$ cat src/rtl/rst_seq_pkg.sv
// Shared types and constants for the clk5-domain reset sequencer.
// Holds the FSM state encoding and the width helpers used at elaboration.
package rst_seq_pkg;

    typedef enum logic [1:0] {
        ST_HOLD = 2'd0,
        ST_SEQ  = 2'd1,
        ST_RUN  = 2'd2,
        ST_SOFT = 2'd3
    } seq_state_t;

    localparam int N_STAGES_MIN = 1;
    localparam int N_STAGES_MAX = 8;
    localparam int HOLD_MIN     = 1;
    localparam int HOLD_MAX     = 65535;

    function automatic int cnt_width(input int hold_cycles);
        return $clog2(hold_cycles + 1);
    endfunction

    function automatic int idx_width(input int n_stages);
        return (n_stages > 1) ? $clog2(n_stages) : 1;
    endfunction

endpackage

$ cat src/rtl/reset_sync.sv
// Two-flop reset synchroniser: asserts asynchronously, deasserts on clk5.
// Reusable by any block that needs a clean clk5-domain reset.
module reset_sync (
    input  logic clk5,
    input  logic reset,
    output logic rst_s
);

    logic meta;

    // Shift zeros in once reset drops; any reset pulse sets both flops at once
    always_ff @(posedge clk5 or posedge reset) begin
        if (reset) begin
            meta  <= 1'b1;
            rst_s <= 1'b1;
        end else begin
            meta  <= 1'b0;
            rst_s <= meta;
        end
    end

endmodule

$ cat src/rtl/reset_sequencer.sv
// Releases staged subsystem resets in order after a synchronised reset,
// with a req/ack soft reset that reruns the whole sequence from RUN.
module reset_sequencer
    import rst_seq_pkg::*;
#(
    parameter int N_STAGES    = 3,
    parameter int HOLD_CYCLES = 16
) (
    input  logic                clk5,
    input  logic                reset,
    input  logic                soft_rst_req,
    output logic                soft_rst_ack,
    output logic [N_STAGES-1:0] stage_rst,
    output logic                all_ready,
    output logic                busy
);

    localparam int CNT_W = cnt_width(HOLD_CYCLES);
    localparam int IDX_W = idx_width(N_STAGES);

    localparam logic [CNT_W-1:0] CNT_LAST =
        CNT_W'(HOLD_CYCLES - 1);
    localparam logic [IDX_W-1:0] IDX_LAST =
        IDX_W'(N_STAGES - 1);

    if (N_STAGES < N_STAGES_MIN ||
        N_STAGES > N_STAGES_MAX) begin : g_bad_stages
        $error("reset_sequencer: N_STAGES out of range");
    end

    if (HOLD_CYCLES < HOLD_MIN ||
        HOLD_CYCLES > HOLD_MAX) begin : g_bad_hold
        $error("reset_sequencer: HOLD_CYCLES out of range");
    end

    logic                rst_s;
    seq_state_t          state_q;
    seq_state_t          state_d;
    logic [CNT_W-1:0]    cnt_q;
    logic [CNT_W-1:0]    cnt_d;
    logic [IDX_W-1:0]    idx_q;
    logic [IDX_W-1:0]    idx_d;
    logic [N_STAGES-1:0] stage_q;
    logic [N_STAGES-1:0] stage_d;
    logic                pend_q;
    logic                pend_d;
    logic                ack_q;
    logic                ack_d;
    logic                cnt_last;
    logic                idx_last;

    reset_sync u_reset_sync (
        .clk5  (clk5),
        .reset (reset),
        .rst_s (rst_s)
    );

    assign cnt_last = (cnt_q == CNT_LAST);
    assign idx_last = (idx_q == IDX_LAST);

    // State and output registers; rst_s carries the asynchronous assertion
    always_ff @(posedge clk5 or posedge rst_s) begin
        if (rst_s) begin
            state_q <= ST_HOLD;
            cnt_q   <= '0;
            idx_q   <= '0;
            stage_q <= '1;
            pend_q  <= 1'b0;
            ack_q   <= 1'b0;
        end else begin
            state_q <= state_d;
            cnt_q   <= cnt_d;
            idx_q   <= idx_d;
            stage_q <= stage_d;
            pend_q  <= pend_d;
            ack_q   <= ack_d;
        end
    end

    // Next state, gap counter and stage index
    always_comb begin
        state_d = state_q;
        cnt_d   = cnt_q;
        idx_d   = idx_q;
        unique case (state_q)
            ST_HOLD: begin
                cnt_d = '0;
                idx_d = '0;
                if (!rst_s) begin
                    state_d = ST_SEQ;
                end
            end
            ST_SEQ: begin
                if (cnt_last) begin
                    cnt_d = '0;
                    if (idx_last) begin
                        state_d = ST_RUN;
                    end else begin
                        idx_d = idx_q + IDX_W'(1);
                    end
                end else begin
                    cnt_d = cnt_q + CNT_W'(1);
                end
            end
            ST_RUN: begin
                if (soft_rst_req) begin
                    state_d = ST_SOFT;
                    cnt_d   = '0;
                end
            end
            ST_SOFT: begin
                if (cnt_last) begin
                    state_d = ST_SEQ;
                    cnt_d   = '0;
                    idx_d   = '0;
                end else begin
                    cnt_d = cnt_q + CNT_W'(1);
                end
            end
            default: begin
                state_d = ST_HOLD;
            end
        endcase
    end

    // Stage release, soft-reset bookkeeping and status flags
    always_comb begin
        stage_d   = stage_q;
        pend_d    = pend_q;
        ack_d     = 1'b0;
        all_ready = (state_q == ST_RUN);
        busy      = (state_q != ST_RUN);
        unique case (state_q)
            ST_HOLD: begin
                stage_d = '1;
            end
            ST_SEQ: begin
                if (cnt_last) begin
                    for (int i = 0; i < N_STAGES; i++) begin
                        if (idx_q == IDX_W'(i)) begin
                            stage_d[i] = 1'b0;
                        end
                    end
                    if (idx_last) begin
                        ack_d  = pend_q;
                        pend_d = 1'b0;
                    end
                end
            end
            ST_RUN: begin
                if (soft_rst_req) begin
                    stage_d = '1;
                    pend_d  = 1'b1;
                end
            end
            ST_SOFT: begin
                stage_d = '1;
            end
            default: begin
                stage_d = '1;
            end
        endcase
    end

    assign stage_rst    = stage_q;
    assign soft_rst_ack = ack_q;

endmodule
$ cat config.mk
export PLATFORM = sky130hd
export DESIGN_NAME = reset_sequencer
export DESIGN_NICKNAME = d
export VERILOG_FILES = /design/src/rtl/rst_seq_pkg.sv /design/src/rtl/reset_sync.sv /design/src/rtl/reset_sequencer.sv
export SDC_FILE = /design/constraint.sdc
export NUM_CORES = 1
export LEC_CHECK = 0
export BUFFER_PORTS_ARGS = -buffer_cell sky130_fd_sc_hd__buf_2
export CORE_UTILIZATION = 64
export CTS_BUF_LIST = sky130_fd_sc_hd__clkbuf_4 sky130_fd_sc_hd__clkbuf_8
export DETAILED_ROUTE_END_ITERATION = 16
export PLACE_DENSITY = 0.86
export SLEW_MARGIN = 20
export SYNTH_ARGS = -nofsm -noshare
export SYNTH_HDL_FRONTEND = slang
export SYNTH_HIERARCHICAL = 1
export SYNTH_SLANG_ARGS = --single-unit
$ cat constraint.sdc
create_clock -name clk5 -period 1.9 [get_ports clk5]
set_input_delay 0.57 -clock clk5 [delete_from_list [all_inputs] [get_ports clk5]]
set_output_delay 0.57 -clock clk5 [all_outputs]
set_load 0.05 [all_outputs]
* After elaboration in Yosys (flattened, before gate mapping)
Cells that the tools add are included.
Storage, ports and cells: bits in latches 0, memories kept 0, bits in registers 16, bits in read-only memories 0, logic and storage cells 64, input bits 3, memory bits (writable) 0
Operators by class: add/sub/neg operators 2, multiplexer cells 25, bitwise gates (word level) 0, divide/modulo/power cells 0, order comparisons 0, equality and inequality tests 15, multiply operators 0, shifts and indexed selects 0, reductions and logical operators 12
Operators by type and width (number):
- 2-bit != test (second input constant) | 9
- 2-bit 2-to-1 mux | 8
- 5-bit case mux with 3 select lines | 1
- 5-bit 2-to-1 mux | 2
- 3-bit case mux with 3 select lines | 1
- 3-bit AND reduction | 3
- 1-bit 2-to-1 mux | 8
- 2-bit case mux with 4 select lines | 1
- 4-bit AND reduction | 2
- 2-bit == test (second input constant) | 3
- 3-bit 2-to-1 mux | 2
- 2-bit case mux with 3 select lines | 1
- 5-bit by 1-bit adder with 5-bit output (second input constant) | 1
- 5-bit by 4-bit == test with 1-bit output (second input constant) | 1
- 5-bit AND reduction | 1
- 2-bit by 1-bit == test with 1-bit output (second input constant) | 2
- 2-bit zero test | 2
- 2-bit OR reduction | 2
- 3-bit nonzero test | 1
- 2-bit by 1-bit adder with 2-bit output (second input constant) | 1
- 1-bit case mux with 2 select lines | 1
- 2-bit nonzero test | 1

* Longest topological paths before layout
Gate-level depths: netlist of the first run.
depth in word-level cells 4, depth in mapped cells 7, mapped depth without buffers 6

* Hierarchy
Netlist of the first run, hierarchy kept.
Modules (own cells, without submodules):
- reset_sequencer | area an instance 818.3 um^2, seq. area each 354.1 um^2, cells an instance 82, instances 1
- reset_sync | area an instance 60.1 um^2, seq. area each 52.6 um^2, cells an instance 4, instances 1

* Least setup slack after synthesis of the first run
OpenSTA, ideal clock, no wires.
path type register to output, from register state_q[0], to output busy, setup slack -0.072 ns, arrival 1.402 ns, stages on the path, launching flop included 4, cell sequence dfrtp_1 inv_1 ha_1 inv_1
On the way: cells in the longest elaborated chain, start to end 1
RTL lines:
- from (decl) | RTL line reset_sequencer.sv:37 | seq_state_t state_q;
- from (signal assigned) | RTL line reset_sequencer.sv:71 | state_q <= state_d;
- 2-bit != test | RTL line reset_sequencer.sv:132 | busy = (state_q != ST_RUN);
- to (decl) | RTL line reset_sequencer.sv:15 | output logic busy
No other way between the ends.

* Worst setup path after layout of the first run
Ends and elaborated chain as after synthesis.

==> results.txt, run 1 <==
Fin. max-slew vios = 0
First-pass GRT wire length = 2620 um
Fin worst setup slack = 0.0649 ns
IO buf count = 8
VDD IR max = 0.000986 V
Setup WS pre-CTS = 0.256 ns
Hold_buf cts = 0
Reg-to-Reg Start = state_q[1]
P_leak = 0.490 nW
CTS clk-pin slew, worst paths = 0.09 ns
CTS Buffer Depth = 2
IO Pins = 9
Status = finished clean
Power Dens Cells = 1600 nW/um2
Fin crit period = 1.84 ns
Post-Syn Area = 878 um2
Routed wire per std cell = 14.0 um
P&R area growth vs syn = 11.4%
Compound-Gate Fraction of Synth Area = 16.2%
RSZ-0062 raised after global routing = no
HPWL after DPL = 1130 um
Final Hold Viols = 0
Largest net degree at the start of global routing = 15
Die H = 39.0 um
Share of layout cells above drive strength 1 = 29.6%
Drt drc = 0
Gate Count Post-Synth = 86
Simple-gate share of the synthesized area = 12.8%
Worst path bufs/invs = 3
Clock sink count = 16
Register bit total from synthesis = 16
Setup crit start kind = flop
MaxCap Viol Count = 0
Asr flop ratio synth = 100%
Total negative slack = 0 ns
Post-Route WL = 1570 um
Num CTS Buffers = 3
Initial DRC Count = 11
Crit path DAT = 1.27 ns
Critical path class = reg2out
Final period util = 96.6%
Worst setup EP type = primary output
Worst-Margin Slew = 0.552 ns
Gr ovfl total = 0
Routed vias/inst = 5.73
Die W = 39.0 um
CTS Root Cell = clkbuf_4
Sequential area share after synthesis = 46.3%
Mean area per synthesized cell = 10.2 um2
Yosys warns = 6
Initial core utilization = 74.1%
Cell Chain, Critical Path = inv_2 > ha_2 > inv_1 > buf_4
Hold crit path type = in2async
Routed via count = 642
Synth Area in Adders = 14.2%
Synth Area in XOR/XNOR = 0%
CTS tree = yes
Yosys cell types = 29
Final setup vio count = 0
Die area = 1520 um2
Final RePlAce weighted congestion = 0.855
Largest family of logic cells by synthesized area = compound AO/OA/AOI/OAI gates
Mux contribution to synthesized area = 4.13%
Clk_lat worst skew = 0.28 ns
Worst R2R Path Depth = 5
Data required, critical path = 1.33 ns
Main synth FF type = dfrtp_1
Initial antenna violation count = 0
Reg-to-Reg End = state_q[1]
EDFF count, synth = 0
Total GRT Usage = 26.4%
Row Count = 12
Net Count, Synth = 99
Pre-Repair DR Iteration Count = 4
Number of global-route vias before repair = 614
Crit path max fanout = 5
Crit-path max cell delay = 0.41 ns
Fmax = 545 MHz
Inserted Diodes = 0
Worst slew margin = 63.1%
Clock skew = 0.00941 ns
Post-DRT Antenna Nets = 0
Core box area = 1190 um2
CTS H-tree depth = 1
Crit path max-delay family = flip-flops
Final core utilization = 82.5%
Reg2Reg Setup Slack = 0.16 ns
Crit-path slowest cell = dfrtp_1
Total Nets Final = 112
-- flip-flops by register name (all words and copies together) (netlist names) --
signal              cells
soft_rst_ack            1
u_reset_sync/rst_s      1
cnt_q                   5
idx_q                   2
state_q                 2
stage_rst               3
u_reset_sync/meta       1
pend_q                  1
-- cell type report --
| cell class | instances | area (um2) |
|---|---|---|
| Clock buffer | 4 | 30.0 |
| Fill cell | 68 | 208 |
| Inverter | 11 | 41.3 |
| Multi-Input combinational cell | 57 | 423 |
| Sequential cell | 16 | 407 |
| Tap cell | 14 | 17.5 |
| Timing Repair Buffer | 10 | 60.1 |
-- synth_stat cells, drive strengths merged, types with 2 or more instances --
library cell   n  area share [%]
a21oi          7             4.0
nand3          2             1.1
nor3           3             1.7
buf            2             1.1
nand2          7             3.3
mux2           2             3.0
dfstp          5              15
nor2           3             1.3
ha            10              14
dfrtp         11              31
a31oi          4             2.8
o21ai          8             5.0
inv           11             4.7
-- report_power, final --
part	internal [W]	switching, W
clock	0.0000955	0.0000980
combinational	0.000301	0.000520
sequential	0.000464	0.0000876
-- what timing repair did --
| action | CTS | global route |
|---|---|---|
| buffers inserted | 0 | 1 |
| setup endpoints to repair | 2 | 1 |
| gates resized for setup | 3 | 0 |
| hold endpoints to repair | 0 | 0 |
-- worst max path at each step --
stage                     startpoint         end  slack [ns]  cells past startpoint
after floorplan           state_q[0]  state_q[1]        0.13                      6
after global placement    state_q[0]   all_ready        0.31                      3
after detailed placement  state_q[1]  state_q[1]        0.26                      5
after CTS                 state_q[0]        busy        0.03                      4
after global routing      state_q[0]        busy        0.01                      4
final                     state_q[0]        busy        0.06                      4
-- cells in the final DEF, fill, tap and decap left out, types with 2 or more instances in the layout --
master / netlist / layout
a21oi_1: 7 / 7
a31oi_1: 4 / 4
buf_2: 2 / 6
buf_4: 0 / 4
clkbuf_4: 0 / 4
dfrtp_1: 11 / 11
dfstp_2: 5 / 5
ha_1: 10 / 9
inv_1: 10 / 9
inv_2: 1 / 2
nand2_1: 6 / 6
nand3_1: 2 / 2
nor2_1: 3 / 3
nor3_1: 3 / 3
o21ai_0: 6 / 6
-- metrics by stage --
step / total power (W) / instances / instance area (um2) / hold slack, ns
after floorplan: 0.00118 / 86 / 881 / 0.247
final: 0.00157 / 112 / 978 / 0.306
after global placement: 0.00130 / 107 / 936 / 0.319
after detailed placement: 0.00134 / 107 / 936 / 0.318
after CTS: 0.00155 / 111 / 971 / 0.303
after global routing: 0.00169 / 112 / 978 / 0.310
-- logic make-up after synthesis --
kind of cell / count (synthesis)
compound gates: 23
buf+inv: 13
flops: 16
fa+ha+maj: 10
other cells: 1
simple gates: 20
mux: 3
-- routing by layer --
layer / share of wire [%] / GRT usage, % / vias up / wire length, um
li1: - / - / 322 / -
met5: 0 / 0 / - / 0
met2: 51 / 45.4 / 12 / 803
met3: 2.4 / 5.20 / 2 / 38
met1: 45 / 31.2 / 306 / 711
met4: 0.89 / 12.1 / 0 / 14
Power figures use the tool's default switching activity.
==> run 2, diff against run 1 <==
--- a/config.mk
+++ b/config.mk
@@ -6,10 +6,10 @@
 export NUM_CORES = 1
 export LEC_CHECK = 0
 export BUFFER_PORTS_ARGS = -buffer_cell sky130_fd_sc_hd__buf_2
-export CORE_UTILIZATION = 64
+export CORE_UTILIZATION = 57
 export CTS_BUF_LIST = sky130_fd_sc_hd__clkbuf_4 sky130_fd_sc_hd__clkbuf_8
 export DETAILED_ROUTE_END_ITERATION = 16
-export PLACE_DENSITY = 0.86
+export PLACE_DENSITY = 0.77
 export SLEW_MARGIN = 20
 export SYNTH_ARGS = -nofsm -noshare
 export SYNTH_HDL_FRONTEND = slang
==> run 2 against run 1 <==
Effect of this change: register-to-register slack better by 0.05 ns; first-iteration DRC count is 130% higher; maximum frequency is 1.3% higher; flip-flop and latch count stayed put; design area is 0.38% higher; via count is 0.62% higher; clock skew hardly changed; wire length is 8.0% lower; worst setup slack better by 0.023 ns; die area is 12% higher; sequential share of layout area is 0.16 points lower; critical path type unchanged.
==> results.txt, run 2 (same netlist as run 1, synthesis figures left out) <==
Worst slew margin = 64.9% (was 63.1%)
Crit path max fanout = 5 (unchanged)
Hold_buf cts = 0 (unchanged)
Worst-Margin Slew = 0.526 ns (was 0.552 ns)
Fmax = 552 MHz (was 545 MHz)
Reg-to-Reg Start = state_q[1] (unchanged)
P_leak = 0.487 nW (was 0.490 nW)
Largest Register = cnt_q (unchanged)
Clock skew = 0.00933 ns (was 0.00941 ns)
IO Pins = 9 (unchanged)
Initial antenna violation count = 0 (unchanged)
Initial DRC Count = 25 (was 11)
Hold crit path type = in2async (unchanged)
Critical path class = reg2out (unchanged)
Total GRT Usage = 21.0% (was 26.4%)
Post-DRT Antenna Nets = 0 (unchanged)
Pre-Repair DR Iteration Count = 5 (was 4)
Clk_lat worst skew = 0.29 ns (was 0.28 ns)
Final core utilization = 71.9% (was 82.5%)
CTS tree = yes (unchanged)
Inserted Diodes = 0 (unchanged)
Drt drc = 0 (unchanged)
CTS H-tree depth = 1 (unchanged)
MaxCap Viol Count = 0 (unchanged)
Row Count = 13 (was 12)
Die H = 41.3 um (was 39.0 um)
IO buf count = 8 (unchanged)
Setup WS pre-CTS = 0.269 ns (was 0.256 ns)
Die W = 41.3 um (was 39.0 um)
Clock sink count = 16 (unchanged)
Routed wire per std cell = 12.9 um (was 14.0 um)
Design area = 982 um2 (was 978 um2)
Post-Route WL = 1440 um (was 1570 um)
CTS Buffer Depth = 2 (unchanged)
Initial core utilization = 64.3% (was 74.1%)
RSZ-0062 raised after global routing = no (unchanged)
Post-CTS setup buffers = 0 (unchanged)
Post-CTS sizing = 2 (was 3)
First-pass GRT wire length = 2260 um (was 2620 um)
Largest net degree at the start of global routing = 15 (unchanged)
CTS Root Cell = clkbuf_4 (unchanged)
Worst setup EP type = primary output (unchanged)
VDD IR max = 0.000793 V (was 0.000986 V)
Routed via count = 646 (was 642)
Fin worst setup slack = 0.0884 ns (was 0.0649 ns)
Final Hold Viols = 0 (unchanged)
Number of global-route vias before repair = 544 (was 614)
Final setup vio count = 0 (unchanged)
Share of layout cells above drive strength 1 = 28.9% (was 29.6%)
Setup crit start kind = flop (unchanged)
Gr ovfl total = 0 (unchanged)
Commonest non-fill, non-tap cell in the layout = dfrtp_1 (unchanged)
Crit path DAT = 1.24 ns (was 1.27 ns)
Total Nets Final = 111 (was 112)
HPWL after DPL = 1110 um (was 1130 um)
Fin. max-slew vios = 0 (unchanged)
Final Hold Slack = 0.273 ns (was 0.306 ns)
Most frequent cells in the layout = 11 x dfrtp_1, 9 x inv_1, 9 x ha_1 (unchanged)
Total negative slack = 0 ns (unchanged)
Final period util = 95.3% (was 96.6%)
P&R area growth vs syn = 11.8% (was 11.4%)
Status = finished clean (unchanged)
Routed vias/inst = 5.77 (was 5.73)
Reg2Reg Setup Slack = 0.21 ns (was 0.16 ns)
Reg-to-Reg End = state_q[1] (unchanged)
Core box area = 1370 um2 (was 1190 um2)
Max reg flops = 5 (unchanged)
Die area = 1700 um2 (was 1520 um2)
Num CTS Buffers = 3 (unchanged)
Power Dens Cells = 1590 nW/um2 (was 1600 nW/um2)
CTS clk-pin slew, worst paths = 0.09 ns (about the same)
Crit path to = busy (unchanged)
Worst R2R Path Depth = 5 (unchanged)
Fin crit period = 1.81 ns (was 1.84 ns)
Critical path launch point = state_q[0] (unchanged)
Final RePlAce weighted congestion = 0.853 (was 0.855)
Data required, critical path = 1.33 ns (about the same)
Fillers = 99 (was 68)
DP Area = 937 um2 (was 936 um2)
==> run 2: changes by cell type in the layout (fill, tap and decap cells not counted), sizes merged <==
cell	delta
buf	-2
clkbuf	+1
==> run 2: layout make-up <==
class,count,area (um2),area share [%]
flip-flops and latches,16,407,41.4
inverters,11,41.3,4.20
repair buffers,9,52.6,5.35
multi-input cells,57,433,44.1
well taps,15,18.8,1.91
clock buffers,4,30.0,3.06
==> run 2: worst min-delay path by stage <==
stage | end | cells after the start | slack, ns | start
3_3_place_gp | cnt_q[0] | 1 | 0.32 | u_reset_sync/rst_s
5_1_grt | u_reset_sync/meta | 2 | 0.29 | reset
2_1_floorplan | cnt_q[0] | 1 | 0.25 | u_reset_sync/rst_s
6_report | u_reset_sync/meta | 2 | 0.27 | reset
3_5_place_dp | state_q[1] | 1 | 0.32 | u_reset_sync/rst_s
4_1_cts | u_reset_sync/meta | 2 | 0.28 | reset
==> run 2: where the power goes <==
part	switching [W]	total (W)	internal [W]
registers	0.0000996	0.000563	0.000464
clock network	0.000104	0.000200	0.0000959
logic	0.000506	0.000802	0.000295
total	0.000710	0.00157	0.000855
==> run 2: metrics by stage <==
step | instances | total power [W]
floorplan | 86 | 0.00118
global placement | 108 | 0.00131
detailed placement | 108 | 0.00134
CTS | 112 | 0.00154
global route | 112 | 0.00169
finish | 112 | 0.00157
==> run 2: worst max-delay path, cell delays in order (launching register included) <==
cell	delay [ns]
dfrtp_1	0.43
inv_2	0.12
ha_4	0.17
inv_1	0.04
clkbuf_4	0.20
==> run 2: metal layers <==
layer | GRT usage [%] | up-vias | routed length [um]
met3 | 3.26 | 5 | 60
met1 | 25.3 | 306 | 711
met2 | 35.2 | 19 | 640
li1 | - | 316 | -
met5 | 0 | - | 0
met4 | 12.1 | 0 | 30
==> run 3, diff against run 2 <==
==> constraint.sdc (replaced) <==
create_clock -name clk5 -period 1.7 [get_ports clk5]
set_input_delay 0.51 -clock clk5 [delete_from_list [all_inputs] [get_ports clk5]]
set_output_delay 0.51 -clock clk5 [all_outputs]
set_load 0.05 [all_outputs]
==> run 3 against run 2 <==
Effect of this change: design area increased by 4.2%; clock power increased by 24%; sequential power increased by 11%; final cell count increased by 3.6%; core utilization increased by 3.0 points; sequential share of layout area decreased by 1.5 points; via count decreased by 3.9%; wire length increased by 11%; die area unchanged; clock skew decreased by 0.0061 ns; critical path depth decreased by 1; register-to-register slack got worse by 0.11 ns.
==> results.txt, run 3 (same netlist as run 1, synthesis figures left out) <==
Setup crit start kind = flop (unchanged)
VDD IR max = 0.00121 V (was 0.000793 V)
Final period util = 96.7%
Worst R2R Path Depth = 5 (unchanged)
Busiest layer in global routing = met2 (unchanged)
Initial antenna violation count = 0 (unchanged)
CTS H-tree depth = 1 (unchanged)
Most frequent cells in the layout = 10 x dfrtp_1, 9 x ha_1, 8 x inv_1 (was 11 x dfrtp_1, 9 x inv_1, 9 x ha_1)
Row Count = 13 (unchanged)
P_leak = 0.509 nW (was 0.487 nW)
Final Hold Viols = 0 (unchanged)
Met2 Usage GRT = 34.0% (was 35.2%)
CTS clk-pin slew, worst paths = 0.09 ns (about the same)
Fmax = 608 MHz
CTS tree = yes (unchanged)
CTS Buffer Depth = 2 (unchanged)
Inserted Diodes = 0 (unchanged)
Final core utilization = 74.9% (was 71.9%)
Data required, critical path = 1.19 ns (was 1.33 ns)
Drt drc = 0 (unchanged)
IO buf count = 8 (unchanged)
Worst-Margin Slew = 0.514 ns (was 0.526 ns)
Number of global-route vias before repair = 546 (was 544)
Total Nets Final = 115 (was 111)
Area taken by multi-input logic gates = 433 um2 (unchanged)
Largest net degree at the start of global routing = 15 (unchanged)
Post-DRT Antenna Nets = 0 (unchanged)
Worst slew margin = 65.7% (was 64.9%)
Max reg flops = 5 (unchanged)
Crit path DAT = 1.13 ns (was 1.24 ns)
CTS Root Cell = clkbuf_4 (unchanged)
MaxCap Viol Count = 0 (unchanged)
Largest Register = cnt_q (unchanged)
First-pass GRT wire length = 2350 um (was 2260 um)
Final Hold Slack = 0.228 ns (was 0.273 ns)
Pre-Repair DR Iteration Count = 4 (was 5)
Flip-flop and latch area = 408 um2 (was 407 um2)
Final RePlAce weighted congestion = 0.758 (was 0.853)
Clock skew = 0.00323 ns (was 0.00933 ns)
Crit path max fanout = 4 (was 5)
Share of layout cells above drive strength 1 = 33.7% (was 28.9%)
Core box area = 1370 um2 (unchanged)
Initial DRC Count = 8 (was 25)
Setup WS pre-CTS = 0.0646 ns (was 0.269 ns)
Met1 Track Usage GR = 27.8% (was 25.3%)
Worst setup EP type = primary output (unchanged)
Clk_lat worst skew = 0.28 ns (was 0.29 ns)
Initial core utilization = 64.3% (unchanged)
RSZ-0062 raised after global routing = no (unchanged)
Gr ovfl total = 0 (unchanged)
IO Pins = 9 (unchanged)
Post-Route WL = 1600 um (was 1440 um)
P&R area growth vs syn = 16.5% (was 11.8%)
DP Area = 947 um2 (was 937 um2)
Die area = 1700 um2 (unchanged)
Met3 Use GR = 7.07% (was 3.26%)
Fin. max-slew vios = 0 (unchanged)
Total negative slack = 0 ns (unchanged)
Die W = 41.3 um (unchanged)
Num CTS Buffers = 3 (unchanged)
Status = finished clean (unchanged)
Design area = 1020 um2 (was 982 um2)
Routed via count = 621 (was 646)
Total GRT Usage = 22.8% (was 21.0%)
Routed vias/inst = 5.35 (was 5.77)
Fillers = 88 (was 99)
Final setup vio count = 0 (unchanged)
Die H = 41.3 um (unchanged)
Fin crit period = 1.64 ns
Critical path class = reg2out (unchanged)
Commonest non-fill, non-tap cell in the layout = dfrtp_1 (unchanged)
Routed wire per std cell = 13.8 um (was 12.9 um)
Power Dens Cells = 1840 nW/um2 (was 1590 nW/um2)
Clock sink count = 16 (unchanged)
Hold crit path type = in2async (unchanged)
HPWL after DPL = 1180 um (was 1110 um)
Fin worst setup slack = 0.0564 ns (was 0.0884 ns)
run 3: worst max-delay path, stage by stage (launching register included):
cell,delay (ns)
dfrtp_2,0.46
ha_4,0.19
inv_2,0.05
buf_6,0.14
run 3: metal layers:
| metal | wire length, um | part of all wire [%] | up-vias |
|---|---|---|---|
| li1 | - | - | 323 |
| met1 | 755 | 47 | 275 |
| met2 | 740 | 46 | 17 |
| met3 | 76 | 4.8 | 6 |
| met4 | 27 | 1.7 | 0 |
| met5 | 0 | 0 | - |
run 3: path summary, 6_finish.rpt:
| kind | slack [ns] | startpoint | to |
|---|---|---|---|
| worst max-delay path | 0.06 | state_q[1] | busy |
| worst min-delay path | 0.23 | reset | u_reset_sync/rst_s |
| worst max register to register | 0.10 | state_q[0] | state_q[1] |
| worst min register to register | 0.30 | u_reset_sync/rst_s | state_q[0] |
| max in group asynchronous | 1.03 | u_reset_sync/rst_s | state_q[1] |
| min in group clk5 | 0.37 | u_reset_sync/meta | u_reset_sync/rst_s |
run 3: layout make-up:
cell class / instances / area share [%]
well taps: 15 / 1.83
multi-input cells: 57 / 42.3
flip-flops and latches: 16 / 39.9
clock buffers: 4 / 3.55
repair buffers: 13 / 8.44
inverters: 11 / 4.03
run 3: through the flow:
step,std cells,power [W]
6_report,116,0.00188
2_1_floorplan,86,0.00135
3_3_place_gp,108,0.00149
3_5_place_dp,108,0.00154
4_1_cts,115,0.00186
5_1_grt,116,0.00202
run 3: where the power goes:
part / internal [W] / switching [W]
sequential: 0.000521 / 0.000102
clock: 0.000130 / 0.000119
combinational: 0.000402 / 0.000608
run 3: what timing repair did:
action	CTS	global route
setup endpoints to repair	2	1
hold buffers	0	0
setup buffers	3	1
pin swaps	0	1
gates resized for setup	4	2
cloned	0	0
